**config.mk**
```make
export PLATFORM = sky130hd
export DESIGN_NAME = text_console
export DESIGN_NICKNAME = d
export VERILOG_FILES = /design/src/rtl/console_pkg.sv /design/src/rtl/console_cursor.sv /design/src/rtl/text_console.sv
export SDC_FILE = /design/constraint.sdc
export NUM_CORES = 1
export LEC_CHECK = 0
export ABC_CLOCK_PERIOD_IN_PS = 3900
export CORE_MARGIN = 1.5
export CORE_UTILIZATION = 40
export CTS_CLUSTER_DIAMETER = 200
export DETAILED_ROUTE_END_ITERATION = 6
export GPL_ROUTABILITY_DRIVEN = 0
export PLACE_DENSITY = 0.65
export SLEW_MARGIN = 10
export SYNTH_ARGS = -nofsm -noshare
export SYNTH_HDL_FRONTEND = slang
export SYNTH_SLANG_ARGS = --single-unit
```
**constraint.sdc**
```tcl
create_clock -name sys_clk -period 3.9 [get_ports sys_clk]
set_input_delay 1.17 -clock sys_clk [delete_from_list [all_inputs] [get_ports sys_clk]]
set_output_delay 1.17 -clock sys_clk [all_outputs]
set_load 0.01 [all_outputs]
```
**src/rtl/console_pkg.sv**
```systemverilog
// Shared constants and types for the text_console character front end.
package console_pkg;

    localparam int DEF_COLS = 80;
    localparam int DEF_ROWS = 30;

    localparam logic [7:0] CH_BS    = 8'h08;
    localparam logic [7:0] CH_LF    = 8'h0A;
    localparam logic [7:0] CH_FF    = 8'h0C;
    localparam logic [7:0] CH_CR    = 8'h0D;
    localparam logic [7:0] CH_SPACE = 8'h20;

    localparam logic [1:0] VU_REG_CURSOR_EN  = 2'b00;
    localparam logic [1:0] VU_REG_CURSOR_POS = 2'b01;
    localparam logic [1:0] VU_REG_CUR_START  = 2'b10;
    localparam logic [1:0] VU_REG_CUR_END    = 2'b11;

    typedef enum logic [2:0] {
        ST_IDLE,
        ST_WRITE,
        ST_SCROLL_RD,
        ST_SCROLL_WR,
        ST_CLEAR_ROW,
        ST_CLEAR,
        ST_CURSOR
    } state_t;

endpackage

```
**src/rtl/console_cursor.sv**
```systemverilog
// Cursor row/column tracker; yields the linear text RAM index and wrap flags.
module console_cursor
    import console_pkg::*;
#(
    parameter int COLS  = DEF_COLS,
    parameter int ROWS  = DEF_ROWS,
    parameter int IDX_W = $clog2(ROWS * COLS)
) (
    input  logic             sys_clk,
    input  logic             rst_n,
    input  logic             i_advance,
    input  logic             i_newline,
    input  logic             i_cr,
    input  logic             i_bs,
    input  logic             i_home,
    output logic [IDX_W-1:0] o_index,
    output logic             o_scroll_needed,
    output logic             o_at_eol
);
    localparam int ROW_W = $clog2(ROWS);
    localparam int COL_W = $clog2(COLS);

    logic [ROW_W-1:0] r_row;
    logic [COL_W-1:0] r_col;
    logic             w_last_row;
    logic             w_last_col;

    assign w_last_row      = (r_row == ROW_W'(ROWS - 1));
    assign w_last_col      = (r_col == COL_W'(COLS - 1));
    assign o_scroll_needed = w_last_row;
    assign o_at_eol        = w_last_col;
    assign o_index         = IDX_W'(r_row) * IDX_W'(COLS) + IDX_W'(r_col);

    // Row saturates at the last row; the scroll moves the text, not the cursor.
    always_ff @(posedge sys_clk or negedge rst_n) begin
        if (!rst_n) begin
            r_row <= '0;
            r_col <= '0;
        end else if (i_home) begin
            r_row <= '0;
            r_col <= '0;
        end else if (i_newline || (i_advance && w_last_col)) begin
            r_col <= '0;
            if (!w_last_row) r_row <= r_row + 1'b1;
        end else if (i_advance) begin
            r_col <= r_col + 1'b1;
        end else if (i_cr) begin
            r_col <= '0;
        end else if (i_bs && (r_col != '0)) begin
            r_col <= r_col - 1'b1;
        end
    end

endmodule

```
**src/rtl/text_console.sv**
```systemverilog
// Byte-stream console: writes {attr,char} into the video unit text RAM,
// handles LF/CR/BS/FF, hardware scroll, and keeps the cursor register current.
//   state     | meaning
//   IDLE      | ready for a byte
//   WRITE     | store one printable character
//   SCROLL_RD | read entry i+COLS
//   SCROLL_WR | copy read data to entry i
//   CLEAR_ROW | blank the last row after a scroll
//   CLEAR     | blank the whole screen
//   CURSOR    | update the video unit cursor position
module text_console
    import console_pkg::*;
#(
    parameter int         COLS           = DEF_COLS,
    parameter int         ROWS           = DEF_ROWS,
    parameter logic [7:0] DEFAULT_ATTR   = 8'h07,
    parameter bit         CLEAR_ON_RESET = 1'b1,
    localparam int        TRAM_WIDTH     = $clog2(ROWS * COLS)
) (
    input  logic                sys_clk,
    input  logic                rst_n,
    input  logic                char_valid,
    input  logic [7:0]          char_data,
    output logic                char_ready,
    input  logic                attr_wenable,
    input  logic [7:0]          attr_wdata,
    output logic                busy,
    output logic [TRAM_WIDTH:0] tram_addr,
    output logic [15:0]         tram_wdata,
    output logic [1:0]          tram_wenable,
    input  logic [15:0]         tram_rdata,
    output logic [1:0]          reg_sel,
    output logic [15:0]         reg_wdata,
    output logic                reg_wenable
);
    localparam logic [TRAM_WIDTH-1:0] LAST_IDX   = TRAM_WIDTH'(ROWS * COLS - 1);
    localparam logic [TRAM_WIDTH-1:0] LAST_SRC   = TRAM_WIDTH'((ROWS - 1) * COLS - 1);
    localparam logic [TRAM_WIDTH-1:0] ROW_STRIDE = TRAM_WIDTH'(COLS);

    state_t                r_state, w_state_nxt;
    logic                  r_run;
    logic [TRAM_WIDTH-1:0] r_idx, w_idx_nxt;
    logic [7:0]            r_attr, r_op_attr, w_op_attr_nxt, r_char, w_char_nxt, w_attr_eff;
    logic                  w_advance, w_newline, w_cr, w_bs, w_home;
    logic                  w_scroll_needed, w_at_eol;
    logic [TRAM_WIDTH-1:0] w_cur_idx, w_rd_idx;

    console_cursor #(.COLS(COLS), .ROWS(ROWS), .IDX_W(TRAM_WIDTH)) u_cursor (
        .sys_clk         (sys_clk),
        .rst_n           (rst_n),
        .i_advance       (w_advance),
        .i_newline       (w_newline),
        .i_cr            (w_cr),
        .i_bs            (w_bs),
        .i_home          (w_home),
        .o_index         (w_cur_idx),
        .o_scroll_needed (w_scroll_needed),
        .o_at_eol        (w_at_eol)
    );

    assign w_attr_eff = attr_wenable ? attr_wdata : r_attr;
    assign w_rd_idx   = r_idx + ROW_STRIDE;
    assign busy       = (r_state != ST_IDLE);

    // r_run holds every strobe low during reset and for the first cycle after it.
    always_comb begin
        w_state_nxt   = r_state;
        w_idx_nxt     = r_idx;
        w_op_attr_nxt = r_op_attr;
        w_char_nxt    = r_char;
        w_advance     = 1'b0;
        w_newline     = 1'b0;
        w_cr          = 1'b0;
        w_bs          = 1'b0;
        w_home        = 1'b0;
        char_ready    = 1'b0;
        tram_addr     = '0;
        tram_wdata    = '0;
        tram_wenable  = 2'b00;
        reg_sel       = 2'b00;
        reg_wdata     = '0;
        reg_wenable   = 1'b0;
        if (r_run) begin
            unique case (r_state)
                ST_IDLE: begin
                    char_ready = 1'b1;
                    if (char_valid) begin
                        if (char_data >= CH_SPACE) begin
                            w_char_nxt  = char_data;
                            w_state_nxt = ST_WRITE;
                        end else if (char_data == CH_LF) begin
                            w_newline = 1'b1;
                            if (w_scroll_needed) begin
                                w_idx_nxt     = '0;
                                w_op_attr_nxt = w_attr_eff;
                                w_state_nxt   = ST_SCROLL_RD;
                            end else begin
                                w_state_nxt = ST_CURSOR;
                            end
                        end else if (char_data == CH_CR) begin
                            w_cr        = 1'b1;
                            w_state_nxt = ST_CURSOR;
                        end else if (char_data == CH_BS) begin
                            w_bs        = 1'b1;
                            w_state_nxt = ST_CURSOR;
                        end else if (char_data == CH_FF) begin
                            w_home        = 1'b1;
                            w_idx_nxt     = '0;
                            w_op_attr_nxt = w_attr_eff;
                            w_state_nxt   = ST_CLEAR;
                        end
                    end
                end
                ST_WRITE: begin
                    tram_addr    = {w_cur_idx, 1'b0};
                    tram_wdata   = {r_attr, r_char};
                    tram_wenable = 2'b11;
                    w_advance    = 1'b1;
                    if (w_scroll_needed && w_at_eol) begin
                        w_idx_nxt     = '0;
                        w_op_attr_nxt = w_attr_eff;
                        w_state_nxt   = ST_SCROLL_RD;
                    end else begin
                        w_state_nxt = ST_CURSOR;
                    end
                end
                ST_SCROLL_RD: begin
                    tram_addr   = {w_rd_idx, 1'b0};
                    w_state_nxt = ST_SCROLL_WR;
                end
                ST_SCROLL_WR: begin
                    tram_addr    = {r_idx, 1'b0};
                    tram_wdata   = tram_rdata;
                    tram_wenable = 2'b11;
                    w_idx_nxt    = r_idx + 1'b1;
                    // The index after the last copy is the first entry of the last row.
                    w_state_nxt  = (r_idx == LAST_SRC) ? ST_CLEAR_ROW : ST_SCROLL_RD;
                end
                ST_CLEAR_ROW, ST_CLEAR: begin
                    tram_addr    = {r_idx, 1'b0};
                    tram_wdata   = {r_op_attr, CH_SPACE};
                    tram_wenable = 2'b11;
                    w_idx_nxt    = r_idx + 1'b1;
                    if (r_idx == LAST_IDX) w_state_nxt = ST_CURSOR;
                end
                ST_CURSOR: begin
                    reg_sel     = VU_REG_CURSOR_POS;
                    reg_wdata   = 16'(w_cur_idx);
                    reg_wenable = 1'b1;
                    w_state_nxt = ST_IDLE;
                end
                default: w_state_nxt = ST_IDLE;
            endcase
        end
    end

    always_ff @(posedge sys_clk or negedge rst_n) begin
        if (!rst_n) begin
            r_state   <= CLEAR_ON_RESET ? ST_CLEAR : ST_CURSOR;
            r_run     <= 1'b0;
            r_idx     <= '0;
            r_attr    <= DEFAULT_ATTR;
            r_op_attr <= DEFAULT_ATTR;
            r_char    <= '0;
        end else begin
            r_run     <= 1'b1;
            r_state   <= w_state_nxt;
            r_idx     <= w_idx_nxt;
            r_op_attr <= w_op_attr_nxt;
            r_char    <= w_char_nxt;
            if (attr_wenable) r_attr <= attr_wdata;
        end
    end

endmodule

```
# Word level (Yosys, flattened, before mapping)
# Cells that the tools add are included.
totals:
  ff_bits: 52
  word_cells: 139
  input_bits: 36
op_classes:
  mux: 80
  add_sub_neg: 6
  n_mul: 1
  eq_ne: 24
  n_lt_le_gt_ge: 1
  reduce_logical: 19
ops:
  columns: ["op", "count"]
  rows:
  - ["$mux 12", 10]
  - ["$mux 8", 9]
  - ["$pmux 16 s3", 1]
  - ["$pmux 13 s3", 1]
  - ["$pmux 12 s3", 1]
  - ["$mux 7", 5]
  - ["$mux 1", 34]
  - ["$eq 8x4->1 const B", 4]
  - ["$mux 3", 10]
  - ["$eq 12x12->1 const B", 2]
  - ["$reduce_and 9->1", 2]
  - ["$mux 16", 1]
  - ["$pmux 8 s2", 1]
  - ["$mux 5", 3]
  - ["$pmux 3 s5", 1]
  - ["$mux 13", 1]
  - ["$add 12x1->12 const B", 1]
  - ["$add 12x7->12", 1]
  - ["$add 12x7->12 const B", 1]
  - ["$ne 3x3->1 const B", 4]
  - ["$eq 3x3->1 const B", 3]
  - ["$ge 8x6->1 const B", 1]
  - ["$mul 5x3->8 const B", 1]
  - ["$ne 2x2->1 const B", 4]
  - ["22 further kinds", 29]

# Longest topological paths before layout
logic_depth:
  ltp_word: 14
  depth_mapped: 9

# By module
# Synthesis repeated with hierarchy kept, for this count alone.
unflattened:
  cells_unflattened: 493
  area_unflattened_um2: 4196.5
modules_own_cells:
  columns: ["module", "cells_per_inst", "instances", "area_each_um2"]
  rows:
  - ["text_console", 352, 1, 2957.8]
  - ["console_cursor", 141, 1, 1238.7]

# Least setup slack after synthesis
# No wires, ideal clock.
synth_path:
  kind: "register -> output"
  startpoint: "register u_cursor.r_row[1]"
  endpoint: "output port tram_addr[12]"
  stages_incl_launch_ff: 9
  n_path_buf: 0
  arrival_time_ns: 2.272
  required_ns: 2.730
  slack_ns: 0.458
  path_cell_list: "dfrtp_1 -> ha_1 -> ha_1 -> inv_1 -> fa_1 -> nor3b_1 -> nand4_1 -> and3_1 -> o22ai_1"
synth_between:
  elab_chain_len: 4
synth_rtl:
  columns: ["item", "line", "text"]
  rows:
  - ["start: declaration", "console_cursor.sv:23", "logic [ROW_W-1:0] r_row;"]
  - ["start signal: assignment", "console_cursor.sv:44", "if (!w_last_row) r_row <= r_row + 1'b1;"]
  - ["$mul 5x3->8", "console_cursor.sv:32", "assign o_index = IDX_W'(r_row) * IDX_W'(COLS) + IDX_W'(r_col);"]
  - ["$add 12x7->12", "console_cursor.sv:32", null]
  - ["$pmux 13 s3", "text_console.sv:84", "unique case (r_state)"]
  - ["$mux 13", "text_console.sv:83", "if (r_run) begin"]
  - ["end: declaration", "text_console.sv:28", "output logic [TRAM_WIDTH:0] tram_addr,"]
# Every way passes these cells.

# Final worst setup path
layout_path:
  startpoint: "register u_cursor.r_row[1]"
  endpoint: "output port tram_addr[11]"
# The elaborated chain is that of the path after synthesis.

==> metrics <==
synthesized area 0.00409 mm^2; Max VDD drop 167 uV; # H-tree levels 2; first-pass GRT wire length 18.2 mm; dpl ws 0.0122 ns; fraction of the mapped netlist area in simple logic gates 0.234; Leak 2.21 nW; cts hold-fix bufs 0; sequential share of power 0.530; Final Hold Vio Count 0; kind of critical path register to output port; Seq/Total Area, Yosys 0.320; grt total ovfl 0; FF-to-FF End r_op_attr[3]$_DFFE_PN0P_; Top Usage Layer GRT met2; Post-Layout Cell Count 704; Max Clock Freq 260 MHz; row cnt 36; initial drt markers 205; number of synthesized flops with an enable pin 0; maximum clock insertion buffer count 2; RSZ-0062 raised after global routing true; GRT met1 Usage 0.272; Final Worst Setup Slack 0.0582 ns; largest net degree at the start of global routing 27; P_sw 0.339 mW; Setup-failing EPs final 0; WL/cell 15.5 um; layout cells sized above 1 0.177; syn_area_per_cell 8.52 um^2; met2 usage 0.338; Rel. slew slack 0.577; CTS buffer count 5; Main synth FF type dfrtp_1; placed cells 694; Hold Path Depth 1; Worst Path Required 2.73 ns; Clock Skew 0.0161 ns; fin crit share 0.985; PwrDens 222 mW/mm^2; GR Util All Layers 0.201; number of fill cells in the layout 925; mux cell area share after synthesis 0.0905; status completed; Compound-Gate Fraction of Synth Area 0.188; Clk network pwr share 0.266; Initial Utilization 0.415; largest fanout on the critical path 2; Overall Power 1.17 mW; die width 104 um; Sw Share 0.290; CTS root buf clkbuf_8; largest family of logic cells by synthesized area simple AND/OR/NAND/NOR gates; Core ar. 0.00986 mm^2; I/O pins 88; die area 0.0108 mm^2; Die Ht 104 um; TritonCTS clock tree yes; max_cap viols 0; crit path from u_cursor.r_row[1]$_DFFE_PN0P_; worst hold slack 0.502 ns; Worst setup SP type register; antenna violations before repair 0; Layout area overhead 28.5%; Int Pwr 0.829 mW; crit path to tram_addr[11]; Worst-Margin Slew 0.630 ns; r2r worst-path depth 10; Pre-antenna DRT Iters 7; Crit. End Element output port; via density per instance 5.49; setup slack, reg-to-reg 1.24 ns; clock latency on the worst-skew pair 0.31 ns; M3 GR Usage 0.0326; adder-cell share of the synthesized area 0.0648; Synth cell types 70; clk sinks 52; # DRC 0; antenna viol nets, final 0; vias in the first global route 3757; Synth Warn # 0; FF-to-FF Start u_cursor.r_row[1]$_DFFE_PN0P_; routed vias 3866; power share of the combinational group 0.204; min cycle time layout 3.84 ns; Cells after Synth 480; Final #Nets 626; Hold/Removal Path Class register to register; xor/xnor share of the synthesized area 0.0385; HPWL Detailed 8.40 mm; Slew Limit Fails 0; ANT cells 0; CP arrival 2.67 ns; clk slew on worst S/H paths 0.10 ns; Yosys reg bits 52; async set-or-reset flop fraction in the synthesized netlist 1.00; Port-buffer cells 81; final wirelength 10.9 mm
## area by class of cell
cell class              instances  area, um^2  area share
clock inverters                 2        16.3     0.00309
well taps                     133         166      0.0316
clock buffers                   6        72.6      0.0138
flip-flops and latches         52        1310       0.249
inverters                      18        67.6      0.0128
multi-input cells             380        2590       0.492
repair buffers                113        1040       0.197
## power groups by stage
stage	clock network, mW	registers (mW)	logic [mW]
4_1_cts	0.321	0.618	0.240
5_1_grt	0.343	0.629	0.270
3_5_place_dp	0	0.628	0.240
2_1_floorplan	0	0.615	0.140
6_report	0.311	0.619	0.238
3_3_place_gp	0	0.626	0.235
## synthesized netlist by cell type (all sizes together) (15+ instances only)
cell | instances | share of area
inv | 18 | 0.017
a21oi | 29 | 0.036
dfrtp | 44 | 0.27
nand3 | 15 | 0.020
ha | 18 | 0.055
o21ai | 31 | 0.038
buf | 18 | 0.029
nand2 | 30 | 0.028
mux2 | 24 | 0.073
a22oi | 15 | 0.029
clkbuf | 17 | 0.016
nor2 | 74 | 0.068
## placed cells by master (no fill, tap or decap), types with 3 or more instances in the layout
| cell type | n |
|---|---|
| dfrtp_1 | 44 |
| nor2b_1 | 9 |
| dlygate4sd2_1 | 3 |
| nand4_1 | 8 |
| a31oi_1 | 3 |
| mux2_4 | 8 |
| nor2_1 | 74 |
| or2_2 | 4 |
| clkbuf_8 | 5 |
| o211ai_1 | 3 |
| clkdlybuf4s50_1 | 70 |
| mux2_2 | 16 |
| dlymetal6s2s_1 | 3 |
| xor2_1 | 9 |
| and3_1 | 8 |
| nor3_1 | 6 |
| a21oi_1 | 27 |
| a22oi_1 | 14 |
| dfstp_2 | 8 |
| o21ai_1 | 4 |
| nand3_1 | 14 |
| and2_1 | 6 |
| nand2_1 | 30 |
| buf_4 | 32 |
| nor3b_2 | 3 |
| ha_1 | 18 |
| inv_1 | 18 |
| o21ai_0 | 27 |
| mux2i_1 | 7 |
| nor4b_1 | 3 |
| xnor2_1 | 8 |
| conb_1 | 7 |
| o31ai_1 | 8 |
## logic make-up after synthesis
group	Yosys count
XOR/XNOR	18
other	2
AND/OR/NAND/NOR	187
buffers and inverters	53
adder cells (fa/ha/maj)	20
AO/OA/AOI/OAI	117
flip-flops	52
multiplexers	31
## sequential cells by signal, summed over array words and instances, names as in the netlist
| name | cells |
|---|---|
| r_run | 1 |
| u_cursor.r_row | 5 |
| r_char | 8 |
| r_attr | 8 |
| r_state | 3 |
| r_op_attr | 8 |
| u_cursor.r_col | 7 |
| r_idx | 12 |
## metrics by stage
stage	instance area, um^2	setup TNS (ns)	utilization
CTS	5220	-0.0125	0.530
floorplan	4110	0	-
detailed placement	5120	0	0.520
global placement	5120	0	0.520
finish	5260	0	0.533
global route	5260	-0.0945	0.533
## how the worst min path moves through the flow
| stage | from | endpoint | slack (ns) |
|---|---|---|---|
| finish | r_char[5]$_DFFE_PN0P_ | r_char[5]$_DFFE_PN0P_ | 0.50 |
| global route | r_char[4]$_DFFE_PN0P_ | r_char[4]$_DFFE_PN0P_ | 0.53 |
| CTS | r_char[5]$_DFFE_PN0P_ | r_char[5]$_DFFE_PN0P_ | 0.51 |
| detailed placement | r_char[5]$_DFFE_PN0P_ | r_char[5]$_DFFE_PN0P_ | 0.48 |
| global placement | r_char[5]$_DFFE_PN0P_ | r_char[5]$_DFFE_PN0P_ | 0.49 |
| floorplan | r_char[0]$_DFFE_PN0P_ | r_char[0]$_DFFE_PN0P_ | 0.45 |
## layer usage
| layer | vias to the layer above | routed length (um) |
|---|---|---|
| met5 | - | 0 |
| met4 | 0 | 144 |
| met3 | 14 | 516 |
| met2 | 114 | 5240 |
| met1 | 1856 | 5020 |
| li1 | 1882 | - |
## critical path, stage by stage (launching register included)
cell	delay, ns
dfrtp_1	0.39
ha_1	0.29
ha_1	0.17
inv_1	0.06
fa_2	0.34
xor2_1	0.26
nor3_2	0.09
xnor2_1	0.16
o221a_2	0.30
nor2_1	0.08
clkdlybuf4s15_2	0.23
## what timing repair did
item	4_1_cts	5_1_grt
gates resized for setup	16	13
setup buffers	1	1
pin swaps	4	6
endpoints found under the setup margin	7	10
Note: power is estimated with default switching activity, not from simulation.
==> patch, RTL diff (config.mk and constraints unchanged) <==
Change the package constant `DEF_ROWS` from 30 to 15.
--- a/src/rtl/console_pkg.sv
+++ b/src/rtl/console_pkg.sv
@@ -2,7 +2,7 @@
 package console_pkg;
 
     localparam int DEF_COLS = 80;
-    localparam int DEF_ROWS = 30;
+    localparam int DEF_ROWS = 15;
 
     localparam logic [7:0] CH_BS    = 8'h08;
     localparam logic [7:0] CH_LF    = 8'h0A;
Interface: changed (resized tram_addr); port bits go from 88 to 87. No check against the original RTL was run, so the function may have changed too.
==> patch against the unedited design <==
  * Non-clock buffer count down 17
  * Die area down 2.1%
  * Routed wire length down 1.4%
  * Fmax up 0.95%
  * Cell area down 4.6%
  * Synthesized cell count down 3.8%
  * First-iteration DRC count down 9.3%
  * Sequential cell count down 2
  * Setup slack better by 0.036 ns
  * Sequential share of layout area up 0.28 points
  * Synthesized area down 2.2%
Power is not compared: it rests on default switching activity, and its combinational part moved more than twofold at a synthesized area within 25%.
==> patch: results (changes against the unedited design) <==
GRT:
- The met2 layer usage reported by global route was 36.0% (was 33.8%).
- The overall global routing resource usage came to 21.2% (was 20.1%).
- The met3 usage in global routing is 3.12% (was 3.26%).

Cells and area:
- The count of multi-input combinational gates was 360 (was 380).
- The net count reported at finish is 587 (was 626).
- The filler cell count came to 973 (was 925).
- The count of placed standard cells in the final layout, fillers left out is 667 (was 704).
- The flip-flop count of the largest register after layout is 11 (was 12).
- The area fraction of clock buffers and clock inverters came to 1.97% (was 1.69%).
- The final-layout non-clock buffer area share is 18.0% (was 19.7%).
- The fraction of area in multi-input gates is 50.0% (was 49.2%).

Place:
- The number of placed instances with taps included was 659 (was 694).
- The count of input and output buffers is 79 (was 81).
- The cell area after placement is 4890 um^2 (was 5120 um^2).
- The post-detailed-placement half-perimeter wirelength was 8050 um (was 8400 um).

Worst setup path:
- The number of cells traversed by the worst register-to-register path is 6 (was 10).
- The launching point of the worst reg2reg path is r_state[2]$_DFFE_PN1P_ (was u_cursor.r_row[1]$_DFFE_PN0P_).
- The stage delay of the slowest cell on the critical path is 0.47 ns (was 0.39 ns).
- The setup slack of the most critical reg-to-reg path came to 1.48 ns (was 1.24 ns).
- The endpoint of the worst setup timing path is tram_addr[9] (was tram_addr[11]).
- The master of the slowest instance on the critical path is fa_2 (was dfrtp_1).

Synthesis:
- The average cell area after synthesis is 8.66 um^2 (was 8.52 um^2).
- Synth top cells by count: nor2_1, dfrtp_1, nand2_1, a21oi_1, inv_1 (was nor2_1, dfrtp_1, nand2_1, a21oi_1, o21ai_0).

Hold path:
- The hold path endpoint was r_char[6]$_DFFE_PN0P_ (was r_char[5]$_DFFE_PN0P_).
- The cell depth of the worst hold path is 2 (was 1).

Routing:
- The wire length on met3 was 628 um (was 516 um).
- The detailed router's first-iteration violation count is 186 (was 205).
- The met2 wire length was 5100 um (was 5240 um).
- The length of routed wiring on met1 came to 4940 um (was 5020 um).
- The average vias per placed instance was 5.61 (was 5.49).

Timing:
- The worst slew margin relative to its limit was 40.2% (was 57.7%).

Status:
- Outcome: finished, final reports clean (unchanged).
==> patch: cell types whose count changed after synthesis, sizes merged, moves of 4 or more <==
cell    unedited run  this run
mux2i              7        14
a31oi              3        10
nor4               2         7
nor2b              9         3
or2                6         2
nor2              74        54
nand4b             0         4
o31ai              8         2
xor2               9         3
o21ai             31        17
==> patch: logic make-up (layout without fill, tap and decap cells) <==
group           count (synthesis)  count (layout)  synth area share (%)
mux                            36              36                  10.4
simple gates                  181             181                  25.0
other cells                     2               8                 0.188
fa+ha+maj                      18              18                  6.00
xor+xnor                       10              10                  2.19
compound gates                107             107                  17.5
buf+inv                        58             124                  7.10
flops                          50              50                  31.5
==> patch: per-stage QoR <==
step | TNS [ns] | setup WS [ns]
2_1_floorplan | 0 | 0.511
3_3_place_gp | 0 | 0.0991
3_5_place_dp | 0 | 0.0592
4_1_cts | -0.0124 | -0.0124
5_1_grt | -0.0464 | -0.0464
6_report | 0 | 0.0943
==> patch: power groups by stage <==
stage	Clock, mW	Sequential, mW	Combinational, mW
after floorplan	0	0.852	1.20
after global placement	0	0.993	1.55
after detailed placement	0	0.995	1.58
after CTS	0.343	0.990	1.58
after global routing	0.367	1.03	1.75
final	0.332	0.999	1.58
==> patch: worst max-delay path, delay by kind of cell (launching register included) <==
kind / cells / cell delay [ns]
AOI/OAI and AO/OA: 1 / 0.14
xor gates and xnor gates: 1 / 0.17
adders and majority gates: 3 / 0.98
buffers and inverters: 2 / 0.21
DFF: 1 / 0.39
and+or+nand+nor: 1 / 0.44
==> patch: timing repair <==
item,CTS,global route
setup buffers,0,0
resized for setup,9,12
endpoints found under the setup margin,5,5
pin swaps,2,2
gates cloned,0,0
